--- config.mk ---
export PLATFORM = sky130hd
export DESIGN_NAME = pause_fader
export DESIGN_NICKNAME = d
export VERILOG_FILES = /design/src/rtl/pause_fader.sv
export SDC_FILE = /design/constraint.sdc
export NUM_CORES = 1
export LEC_CHECK = 0
export ABC_AREA = 1
export BUFFER_PORTS_ARGS = -buffer_cell sky130_fd_sc_hd__buf_2
export CAP_MARGIN = 20
export CORE_UTILIZATION = 50
export DETAILED_ROUTE_END_ITERATION = 8
export GPL_TIMING_DRIVEN = 0
export PLACE_DENSITY = 0.76
export SETUP_SLACK_MARGIN = 0.4
export SYNTH_ARGS = -nofsm -noshare
export SYNTH_HDL_FRONTEND = slang
export SYNTH_SLANG_ARGS = --single-unit
--- constraint.sdc ---
create_clock -name clk_sys -period 3.55 [get_ports clk_sys]
set_clock_uncertainty 0.15 [all_clocks]
set_input_delay 0.1775 -clock clk_sys [delete_from_list [all_inputs] [get_ports clk_sys]]
set_output_delay 0.1775 -clock clk_sys [all_outputs]
set_load 0.1 [all_outputs]
--- src/rtl/pause_fader.sv ---
// ============================================================================
//  Module   : pause_fader
//  Brief    : Merges pause sources into one registered CPU pause and dims the
//             RGB stream after a long pause. Build macro: PAUSE_FRAME_SYNC_EN
//             (defined = pause entry/exit waits for a rising vblank edge).
//  Revision : 1.0  initial release
// ============================================================================
`default_nettype none

module pause_fader #(
    parameter int          RW          = 8,
    parameter int          GW          = 8,
    parameter int          BW          = 8,
    parameter int          CLKSPD      = 12,
    parameter int          NREQ        = 2,
    parameter logic [31:0] DIM_CYCLES  = 32'(CLKSPD * 10000000),
    parameter logic [31:0] STEP_CYCLES = 32'(CLKSPD * 500000),
    parameter int          DIM_LEVELS  = 2
) (
    input  logic                  clk_sys,
    input  logic                  reset_n,
    input  logic                  user_button,
    input  logic [NREQ-1:0]       pause_request,
    input  logic [1:0]            options,
    input  logic                  OSD_STATUS,
    input  logic                  vblank,
    input  logic [RW-1:0]         r,
    input  logic [GW-1:0]         g,
    input  logic [BW-1:0]         b,
    output logic                  pause_cpu,
    output logic [1:0]            dim_level,
    output logic [RW+GW+BW-1:0]   rgb_out
);

    localparam logic [1:0] c_max_level = 2'(DIM_LEVELS);

    typedef enum logic [1:0] {
        S_RUN    = 2'd0,
        S_PEND   = 2'd1,
        S_PAUSED = 2'd2,
        S_RESUME = 2'd3
    } state_t;

    state_t      r_state;
    state_t      w_state_nxt;
    logic        r_btn_q;
    logic        r_toggle;
    logic        r_pause_cpu;
    logic [1:0]  r_dim_level;
    logic [31:0] r_dim_cnt;
    logic [31:0] r_step_cnt;
    logic        w_btn_rise;
    logic        w_want;
    logic        w_dim_active;

    assign w_btn_rise = user_button & ~r_btn_q;
    assign w_want     = (|pause_request) | r_toggle | (OSD_STATUS & options[0]);

`ifdef PAUSE_FRAME_SYNC_EN
    logic r_vblank_q;
    logic w_vb_edge;

    assign w_vb_edge = vblank & ~r_vblank_q;

    always_ff @(posedge clk_sys or negedge reset_n) begin
        if (!reset_n) r_vblank_q <= 1'b0;
        else          r_vblank_q <= vblank;
    end

    always_comb begin
        w_state_nxt = r_state;
        case (r_state)
            S_RUN:    if (w_want) w_state_nxt = S_PEND;
            // A same-cycle request drop beats the vblank edge
            S_PEND:   if (!w_want)        w_state_nxt = S_RUN;
                      else if (w_vb_edge) w_state_nxt = S_PAUSED;
            S_PAUSED: if (!w_want) w_state_nxt = S_RESUME;
            S_RESUME: if (w_want)         w_state_nxt = S_PAUSED;
                      else if (w_vb_edge) w_state_nxt = S_RUN;
            default:  w_state_nxt = S_RUN;
        endcase
    end
`else
    logic w_unused_vblank;
    assign w_unused_vblank = vblank;

    always_comb begin
        w_state_nxt = r_state;
        case (r_state)
            S_RUN:    if (w_want)  w_state_nxt = S_PAUSED;
            S_PAUSED: if (!w_want) w_state_nxt = S_RUN;
            default:  w_state_nxt = S_RUN;
        endcase
    end
`endif

    // pause_cpu is registered from the next state so it tracks the state register exactly
    always_ff @(posedge clk_sys or negedge reset_n) begin
        if (!reset_n) begin
            r_state     <= S_RUN;
            r_btn_q     <= 1'b0;
            r_toggle    <= 1'b0;
            r_pause_cpu <= 1'b0;
        end else begin
            r_state     <= w_state_nxt;
            r_btn_q     <= user_button;
            r_toggle    <= r_toggle ^ w_btn_rise;
            r_pause_cpu <= (w_state_nxt == S_PAUSED) || (w_state_nxt == S_RESUME);
        end
    end

    assign w_dim_active = ((r_state == S_PAUSED) || (r_state == S_RESUME)) && options[1];

    always_ff @(posedge clk_sys or negedge reset_n) begin
        if (!reset_n) begin
            r_dim_level <= 2'd0;
            r_dim_cnt   <= 32'd0;
            r_step_cnt  <= 32'd0;
        end else if (!w_dim_active) begin
            r_dim_level <= 2'd0;
            r_dim_cnt   <= 32'd0;
            r_step_cnt  <= 32'd0;
        end else if (r_dim_level == 2'd0) begin
            if (r_dim_cnt == DIM_CYCLES - 32'd1) r_dim_level <= 2'd1;
            else                                 r_dim_cnt   <= r_dim_cnt + 32'd1;
        end else if (r_dim_level < c_max_level) begin
            if (r_step_cnt == STEP_CYCLES - 32'd1) begin
                r_step_cnt  <= 32'd0;
                r_dim_level <= r_dim_level + 2'd1;
            end else begin
                r_step_cnt  <= r_step_cnt + 32'd1;
            end
        end
    end

    assign pause_cpu = r_pause_cpu;
    assign dim_level = r_dim_level;
    assign rgb_out   = {r >> r_dim_level, g >> r_dim_level, b >> r_dim_level};

endmodule

`default_nettype wire

### After elaboration in Yosys (flattened, before gate mapping)

Index checks and enable logic that the tools add are counted.

| operators by class | value |
|---|---|
| $lt $le $gt $ge | 1 |
| reduce and logical (&&, ||, !) cells | 9 |
| shift operators | 3 |
| equality and inequality tests | 13 |
| muxes and demuxes | 15 |
| bitwise operators | 6 |
| $add $sub $neg | 3 |

Operators with widths:

| kind | count |
|---|---|
| two-way mux 32 bit | 7 |
| adder 32 x 1 -> 32 bit, second input constant | 2 |
| equality test 32 x 23 -> 1 bit, second input constant | 1 |
| equality test 32 x 27 -> 1 bit, second input constant | 1 |
| right shift 8 x 2 -> 8 bit | 3 |
| two-way mux 2 bit | 7 |
| equality test 2 bit, second input constant | 4 |
| inequality test 3 x 1 -> 1 bit, second input constant | 2 |
| zero test 2 bit | 2 |
| inequality test 2 x 1 -> 1 bit, second input constant | 2 |
| inequality test 2 bit, second input constant | 2 |
| case mux 2 bit (2 select lines) | 1 |
| AND reduction 2 bit | 2 |
| inequality test 3 x 2 -> 1 bit, second input constant | 1 |
| AND reduction 3 bit | 1 |
| adder 2 x 1 -> 2 bit, second input constant | 1 |
| AND 1 bit | 2 |
| logical OR 1 bit | 2 |
| less-than comparator 2 bit, second input constant | 1 |
| bitwise OR 1 bit | 2 |
| OR reduction 2 bit | 1 |
| logical AND 1 bit | 1 |
| NOT 1 bit | 1 |
| XOR 1 bit | 1 |

| word-level totals | value |
|---|---|
| input port bits | 33 |
| output and inout bits | 27 |
| flip-flop bits (word level) | 71 |
| logic and storage cells | 57 |

### Depth between registers and ports, before layout

Gate-level depths: netlist (run 1).

| logic depth | value |
|---|---|
| depth in word-level cells | 7 |
| depth in mapped cells | 12 |
| depth with buffers taken out | 12 |

### Least setup slack after synthesis (run 1)

No wires, ideal clock.

| timing path | value |
|---|---|
| path kind | register to output |
| from | reg r_dim_level[1] (netlist: dim_level[1]) |
| to | out rgb_out[13] |
| slack | -0.394 ns |
| data required time | 3.222 ns |
| path buffers | 2 |
| cell stages (with the launch flop) | 5 |
| arrival | 3.617 ns |
| cells stage by stage | dfrtp_1 buf_2 inv_1 clkbuf_1 o21ai_0 |

| on the way | value |
|---|---|
| cells in the longest elaborated chain, start to end | 1 |

Ends and longest elaborated chain:

| item | line | RTL |
|---|---|---|
| start, declared | 49 | `logic [1:0] r_dim_level;` |
| start signal, assigned | 129 | `r_dim_level <= r_dim_level + 2'd1;` |
| right shift 8 x 2 -> 8 bit | 138 | `assign rgb_out = {r >> r_dim_level, g >> r_dim_level, b >> r_dim_level};` |
| end, declared | 32 | `output logic [RW+GW+BW-1:0] rgb_out` |

Every way passes these cells.

### Worst setup path after layout (run 1)

| timing path | value |
|---|---|
| from | reg r_dim_level[0] (netlist: dim_level[0]) |
| to | reg r_step_cnt[18] |

| on the way | value |
|---|---|
| cells in the longest elaborated chain, start to end | 3 |
| elaborated cells on any way between the ends | 5 |
| those cells by class | 1 x order compare; 2 x eq/ne; 2 x reduce/logical |

Ends and longest elaborated chain:

| item | line | RTL |
|---|---|---|
| less-than comparator 2 bit / zero test 2 bit (equally long branches) | 126, 123 |  |
| inequality test 2 x 1 -> 1 bit (no source line) / inequality test 2 bit (equally long branches) | -- |  |
| AND reduction 2 bit (no source line) (*) | -- |  |
| end signal, assigned | 131 | `r_step_cnt <= r_step_cnt + 32'd1;` |
| end, declared | 51 | `logic [31:0] r_step_cnt;` |

Mark *: on every way between the ends. The rest lies on a longest branch, timed or not.
A chain may end at the register's enable or synchronous reset.

==> flow_metrics.py, run 1 <==
metrics = {
    "run_status": {
        "status": "finished clean",
    },
    "yosys": {
        "synthesis.area_sq_um": 5400,
        "avgSynthCellArea_sq_um": 6.35,
        "syn_inst": 850,
        "ys_types": 39,
        "ys_ff_latch": 70,
        "yosysSeqAreaShare_pct": 32.5,
        "yosys_warnings": 0,
        "syn-num-nets": 886,
    },
    "grt": {
        "grt_first_pass_wirelength_um": 23500,
        "gr-usage-met1_pct": 37.1,
        "grtUsageMet2_pct": 42.5,
        "busiest_layer": "met2",
        "grt_pass1_vias": 4939,
        "grt_usage_pct": 26.6,
        "use_met3_pct": 3.49,
        "overflow": 0,
        "antenna_found_initial": 0,
        "grt_max_degree": 71,
    },
    "detailed_routing": {
        "drt-total-wl_um": 14300,
        "route.vias.total": 5565,
        "drtIter0Drc": 487,
        "first_pass_iters": 5,
        "antenna_left": 0,
        "drc": 0,
        "wl_per_cell_um": 13.4,
        "via_per_inst": 5.23,
    },
    "placed_design": {
        "place_hpwl_um": 10700,
        "dp_slack_ns": 0.748,
        "placedInstanceArea_sq_um": 5930,
        "place.gp.congestion": 0.961,
        "io_buffers": 58,
    },
    "cts": {
        "cts_tree": "yes",
        "clock_latency_ns": 0.37,
        "cts_buffers": 9,
        "clk_path_buf_depth": 2,
        "htree_levels": 3,
        "cts-resized-gates": 0,
        "cts-root-buf": "clkbuf_8",
        "clkTransAtPathRegs_ns": 0.09,
        "cts_setup_buffers": 0,
        "hold_buffers": 4,
        "cts.sinks": 70,
    },
    "sta": {
        "finalCritPeriodShare_pct": 80.1,
        "drv_slew": 0,
        "timing.hold.ws_ns": 0.0180,
        "fin_crit_ns": 2.84,
        "rsz0062_at_grt": "false",
        "worst_slew_pin_slew_ns": 0.574,
        "setup_viol": 0,
        "slew_headroom_pct": 61.7,
        "setup-tns-final_ns": 0,
        "hold_viol_final": 0,
        "setup_slack_ns": 0.707,
        "fmax_mhz": 352,
    },
    "power_and_ir_drop": {
        "ir_drop_uv": 390,
        "power_density_nw_per_um2": 390,
        "cellLeakagePower_uw": 0.00279,
    },
    "worst_setup_path": {
        "crit_start": "dim_level[0]",
        "required_ns": 3.68,
        "critPathCaptureType": "flip-flop",
        "max_stage_delay_ns": 0.38,
        "worstReg2RegStart": "dim_level[0]",
        "arrival_ns": 2.97,
        "worstSetupStartpointType": "flip-flop",
        "critPathKind": "flip-flop to flip-flop",
        "crit_chain": "buf_2 -> clkinv_1 -> ha_1 -> nor2_4 -> nor2_2 -> inv_2 -> clkbuf_1 -> nand3_1 -> o21ai_0",
        "path_buf_inv": 4,
        "critPathTopFamily": "buffers and inverters",
        "critical_path.max_fanout": 10,
        "cpMaxStageDelayCell": "dfrtp_1",
    },
    "floorplan": {
        "die_x_um": 106,
        "num_rows": 37,
        "core_sq_um": 10400,
        "die_y_um": 106,
        "start_util_pct": 51.8,
        "dieArea_sq_um": 11200,
        "num_io_pins": 60,
    },
    "min_path": {
        "hold_path_startpoint": "pause_request[1]",
        "hold_path.class": "input pin to flip-flop",
    },
    "flow_run": {
        "drv_cap": 0,
    },
    "layout": {
        "drive_gt1_share_pct": 16.0,
        "finalInstanceArea_sq_um": 6200,
        "fin_nets": 960,
        "n_antenna_cell": 0,
        "areaGrowthSynthToFinish_pct": 14.8,
    },
}
==> routing by layer <==
metal	vias to the layer above	share of wire, %
met4	0	1.5
met1	2535	48
met5	-	0
li1	2834	-
met3	18	6.2
met2	178	45
==> sequential cells by signal, summed over array words and instances, names as in the netlist <==
signal      count
r_step_cnt     32
pause_cpu       1
r_btn_q         1
dim_level       2
r_toggle        1
r_dim_cnt      32
r_state         1
==> report_power, final <==
group | switching, uW | internal (uW) | total (uW)
Sequential | 10.2 | 811 | 822
Combinational | 679 | 151 | 830
Clock | 349 | 420 | 768
Total | 1040 | 1380 | 2420
==> worst paths after layout <==
| kind | end | slack, ns | cells after the start |
|---|---|---|---|
| max reg2reg | r_step_cnt[18] | 0.71 | 9 |
| max in group asynchronous | r_dim_cnt[0] | 2.75 | 3 |
| min | pause_cpu | 0.02 | 4 |
| max | r_step_cnt[18] | 0.71 | 9 |
| min reg2reg | pause_cpu | 0.34 | 2 |
| min in group asynchronous | r_step_cnt[17] | 0.20 | 3 |
==> final cells by class <==
cell class | instances | area [sq um]
inverters | 80 | 305
repair buffers | 63 | 360
fillers | 1063 | 4220
multi-input cells | 678 | 3230
plain buffers | 22 | 153
clock inverters | 6 | 93.8
well taps | 136 | 170
flip-flops and latches | 70 | 1750
clock buffers | 10 | 138
==> Yosys cell counts <==
| master | instances | area [sq um] |
|---|---|---|
| conb_1 | 1 | 3.75 |
| clkinv_1 | 1 | 3.75 |
| nand2_1 | 302 | 1130 |
| dfrtp_1 | 70 | 1750 |
| buf_12 | 2 | 40.0 |
| o21ai_0 | 33 | 165 |
| nor2_1 | 152 | 571 |
| inv_1 | 74 | 278 |
| nand4_1 | 15 | 93.8 |
| nand2_2 | 14 | 87.6 |
| and2_1 | 1 | 6.26 |
| nand3_1 | 63 | 315 |
| nor3_1 | 5 | 25.0 |
| or2_2 | 3 | 18.8 |
| inv_2 | 4 | 15.0 |
| clkbuf_1 | 10 | 37.5 |
| clkinv_4 | 1 | 8.76 |
| nand2_4 | 2 | 22.5 |
| a21oi_1 | 8 | 40.0 |
| nand2_8 | 1 | 20.0 |
| nand3b_1 | 2 | 15.0 |
| buf_6 | 1 | 11.3 |
| o32ai_1 | 1 | 8.76 |
| nor2_2 | 5 | 31.3 |
| buf_4 | 1 | 7.51 |
| mux2i_1 | 9 | 90.1 |
| o21bai_1 | 1 | 7.51 |
| nor2_4 | 3 | 33.8 |
| ha_1 | 3 | 37.5 |
| buf_1 | 3 | 11.3 |
| xnor2_1 | 7 | 61.3 |
| nor3b_1 | 1 | 7.51 |
| o22ai_1 | 1 | 6.26 |
| buf_2 | 3 | 15.0 |
| a31o_2 | 1 | 8.76 |
| xor2_1 | 15 | 131 |
| a22oi_1 | 6 | 45.0 |
| buf_8 | 2 | 30.0 |
| o21ai_2 | 23 | 201 |
==> worst register-to-register path, stage by stage, from the launching register on <==
cell	delay, ns
dfrtp_1	0.38
buf_2	0.31
clkinv_1	0.37
ha_1	0.39
nor2_4	0.27
nor2_2	0.14
inv_2	0.12
clkbuf_1	0.38
nand3_1	0.14
o21ai_0	0.12
==> per-stage QoR <==
step | utilization [%] | power (uW) | instances
3_5_place_dp | 56.9 | 1660 | 1045
6_report | 59.5 | 2420 | 1065
2_1_floorplan | - | 1510 | 850
3_3_place_gp | 56.6 | 1650 | 1044
5_1_grt | 59.5 | 2510 | 1065
4_1_cts | 59.5 | 2430 | 1065
==> cell families after synthesis <==
family | count (synthesis) | synth area share, %
DFF | 70 | 32.5
buffers and inverters | 102 | 8.48
adders and majority gates | 3 | 0.695
xor gates and xnor gates | 22 | 3.57
and+or+nand+nor | 569 | 44.1
muxes | 9 | 1.67
other | 1 | 0.0695
AOI/OAI and AO/OA | 74 | 8.95
==> cell usage in the layout (no fill, tap or decap), types with 2 or more instances in the layout <==
cell type        n
nor3_1           5
a22oi_2          6
clkbuf_8        10
nand3b_1         2
a21oi_1          8
xor2_1          15
ha_1             3
dlygate4sd3_1    4
nor2_4           3
inv_2            4
nand4_1         15
xnor2_1          7
o21ai_0         21
nand2_2         14
buf_2           60
bufinv_16        2
buf_8            2
mux2i_1          9
nor2_1         152
nand2_1        302
o21ai_1         10
nand3_1         63
buf_12           2
buf_4            2
buf_1            3
or2_2            3
dfrtp_1         70
nor2_2           5
clkbuf_1        10
o21ai_2         25
clkinv_4         3
inv_1           74
nand2_4          2
Power figures use the tool's default switching activity.
==> run 2, diff against run 1 <==
--- a/config.mk
+++ b/config.mk
@@ -5,13 +5,13 @@
 export SDC_FILE = /design/constraint.sdc
 export NUM_CORES = 1
 export LEC_CHECK = 0
-export ABC_AREA = 1
+export ABC_AREA = 0
 export BUFFER_PORTS_ARGS = -buffer_cell sky130_fd_sc_hd__buf_2
 export CAP_MARGIN = 20
 export CORE_UTILIZATION = 50
 export DETAILED_ROUTE_END_ITERATION = 8
 export GPL_TIMING_DRIVEN = 0
-export PLACE_DENSITY = 0.76
+export PLACE_DENSITY = 0.8
 export SETUP_SLACK_MARGIN = 0.4
 export SYNTH_ARGS = -nofsm -noshare
 export SYNTH_HDL_FRONTEND = slang
==> constraint.sdc (replaced) <==
create_clock -name clk_sys -period 2.6 [get_ports clk_sys]
set_clock_uncertainty 0.15 [all_clocks]
set_input_delay 0.13 -clock clk_sys [delete_from_list [all_inputs] [get_ports clk_sys]]
set_output_delay 0.13 -clock clk_sys [all_outputs]
set_load 0.1 [all_outputs]
==> flow_metrics.py, run 2 <==
metrics = {
    "yosys": {
        "synth_ff_type": "dfrtp_1",
        "synth_area_leader_cell": "dfrtp_1",
        "synthAdderAreaFrac_pct": 0.849,
        "yosys.area.top_type_share_pct": 39.6,
        "synth_top_family_by_area": "simple AND/OR/NAND/NOR gates",
        "synth_mux_area_share_pct": 6.63,
        "synth_compound_area_share_pct": 14.2,
        "ys_types": 57,
        "syn-num-nets": 533,
        "synth_simple_gate_area_share_pct": 31.7,
        "yosysSeqAreaShare_pct": 39.6,
        "synthesis.area_sq_um": 4420,
        "async_reset_ff_share_pct": 100,
        "yosys_warnings": 0,
        "syn_inst": 497,
        "synth.top_cells.by_area": "dfrtp_1 (40%), mux4_2 (4.6%), nand2_1 (4.5%), nand4_1 (3.8%), nand3_1 (3.6%)",
        "synth_edf_count": 0,
        "synth.most_common_cell": "dfrtp_1",
        "avgSynthCellArea_sq_um": 8.89,
        "ys_ff_latch": 70,
        "synthTopCellsByCount": "dfrtp_1 (70), nand2_1 (53), nor2_1 (38), nand3_1 (32)",
        "synth_xor_area_share_pct": 3.77,
    },
    "detailed_routing": {
        "drc": 0,
        "via_per_inst": 7.28,
        "route.vias.total": 5524,
        "antenna_left": 0,
        "drtIter0Drc": 821,
        "drt-total-wl_um": 19600,
        "first_pass_iters": 6,
        "wl_per_cell_um": 25.9,
    },
    "grt": {
        "grt_pass1_vias": 4841,
        "grt_first_pass_wirelength_um": 23100,
        "overflow": 0,
        "grt_max_degree": 71,
        "grt_usage_pct": 32.6,
        "busiest_layer": "met2",
        "grtUsageMet2_pct": 54.5,
        "antenna_found_initial": 0,
        "gr-usage-met1_pct": 40.7,
        "use_met3_pct": 7.19,
    },
    "cts": {
        "cts_buffers": 9,
        "clock_latency_ns": 0.38,
        "cts-root-buf": "clkbuf_8",
        "htree_levels": 3,
        "cts.sinks": 70,
        "clkTransAtPathRegs_ns": 0.09,
        "cts_tree": "yes",
        "clk_path_buf_depth": 2,
    },
    "layout": {
        "fin_nets": 684,
        "areaGrowthSynthToFinish_pct": 57.9,
        "drive_gt1_share_pct": 48.1,
        "layoutNonFillerInstCount": 759,
        "multi_input_area_sq_um": 3390,
        "final_common_cell": "buf_4",
        "seq_area_sq_um": 1770,
        "n_fill_cell": 376,
        "utilization_pct": 83.2,
        "mostFrequentLayoutCells": "buf_4 (66), dfrtp_1 (58), nand2_1 (47), buf_2 (37), nor2_1 (32)",
    },
    "placed_design": {
        "io_buffers": 58,
        "place.gp.congestion": 0.962,
        "place_hpwl_um": 8520,
        "dp_slack_ns": -0.209,
        "place_inst": 660,
    },
    "sta": {
        "slew_headroom_pct": 38.3,
        "fmax_mhz": 389,
        "drv_slew": 0,
        "setup_viol": 0,
        "setup_slack_ns": 0.0303,
        "worst_slew_pin_slew_ns": 0.926,
        "fin_crit_ns": 2.57,
        "finalCritPeriodShare_pct": 98.8,
        "hold_viol_final": 0,
        "rsz0062_at_grt": "true",
    },
    "worst_setup_path": {
        "critical_path.max_fanout": 7,
        "required_ns": 2.68,
        "arrival_ns": 2.65,
        "critPathCaptureType": "flip-flop",
        "worstSetupStartpointType": "flip-flop",
        "critPathKind": "flip-flop to flip-flop",
    },
    "floorplan": {
        "core_sq_um": 8380,
        "dieArea_sq_um": 9220,
        "num_rows": 33,
        "die_x_um": 96.0,
        "num_io_pins": 60,
        "start_util_pct": 52.7,
        "die_y_um": 96.0,
    },
    "flow_run": {
        "drv_cap": 0,
    },
    "min_path": {
        "hold_path.class": "input pin to flip-flop",
    },
    "power_and_ir_drop": {
        "power_density_nw_per_um2": 338,
        "ir_drop_uv": 300,
        "power.total_uw": 2360,
        "cellLeakagePower_uw": 0.00286,
    },
    "run_status": {
        "status": "finished clean",
    },
}
run 2: layer usage:
layer  part of all wire [%]  vias up
met5                      0        -
met4                    6.9        0
li1                       -     2196
met2                     47      501
met3                     11      167
met1                     35     2660
run 2: final timing paths:
path | start | slack (ns) | to | cells past startpoint
min reg2reg | r_state[0] | 0.26 | pause_cpu | 1
max | dim_level[0] | 0.03 | r_dim_cnt[15] | 11
min in group asynchronous | reset_n | 0.29 | r_dim_cnt[17] | 2
min | options[1] | 0.15 | r_dim_cnt[29] | 4
max reg2reg | dim_level[0] | 0.03 | r_dim_cnt[15] | 11
max in group asynchronous | reset_n | 1.33 | dim_level[1] | 2
run 2: cell families (layout without fill, tap and decap cells):
| logic type | count (synthesis) | in the layout |
|---|---|---|
| DFF | 70 | 70 |
| buffers and inverters | 36 | 191 |
| AOI/OAI and AO/OA | 96 | 96 |
| other | 1 | 2 |
| muxes | 18 | 18 |
| and+or+nand+nor | 254 | 255 |
| adders and majority gates | 3 | 3 |
| xor gates and xnor gates | 19 | 19 |
run 2: layout make-up:
class                   count  area share [%]
flip-flops and latches     70            25.4
clock inverters             7           0.699
plain buffers              25            4.20
clock buffers               9            1.78
inverters                  11           0.771
well taps                 105            1.88
repair buffers            139            16.7
diodes                      1          0.0359
multi-input cells         392            48.6
run 2: critical path, cell delays in order (launching register included):
cell and delay [ns]:
dfrtp_4 0.51, buf_12 0.15, clkbuf_16 0.16, clkinv_8 0.05, ha_4 0.16, buf_8 0.12
nand4_1 0.12, or2_0 0.27, buf_4 0.17, buf_4 0.14, o31ai_1 0.33, a21oi_2 0.10
run 2: repair_timing:
item                                    CTS  global route
gates cloned                              4             3
hold buffers                              4             0
setup buffers                            44            27
pin swaps                                43            60
resized for setup                       100           124
endpoints found under the setup margin   86            81
hold endpoints to repair                 73             0
run 2: power by group:
| part | leakage (uW) | internal (uW) | total [uW] | switching, uW |
|---|---|---|---|---|
| logic | 0.00182 | 117 | 420 | 304 |
| clock network | 0.0000894 | 348 | 826 | 478 |
| registers | 0.000948 | 1100 | 1110 | 12.6 |
| total | 0.00286 | 1570 | 2360 | 794 |
run 2: stage by stage:
| stage | TNS (ns) | area [sq um] | hold WS [ns] |
|---|---|---|---|
| 2_1_floorplan | -0.0924 | 4790 | -0.316 |
| 3_3_place_gp | -0.694 | 5210 | 0.105 |
| 3_5_place_dp | -1.68 | 5220 | 0.107 |
| 4_1_cts | 0 | 6230 | 0.0863 |
| 5_1_grt | -0.0614 | 6970 | 0.152 |
| 6_report | 0 | 6980 | 0.149 |
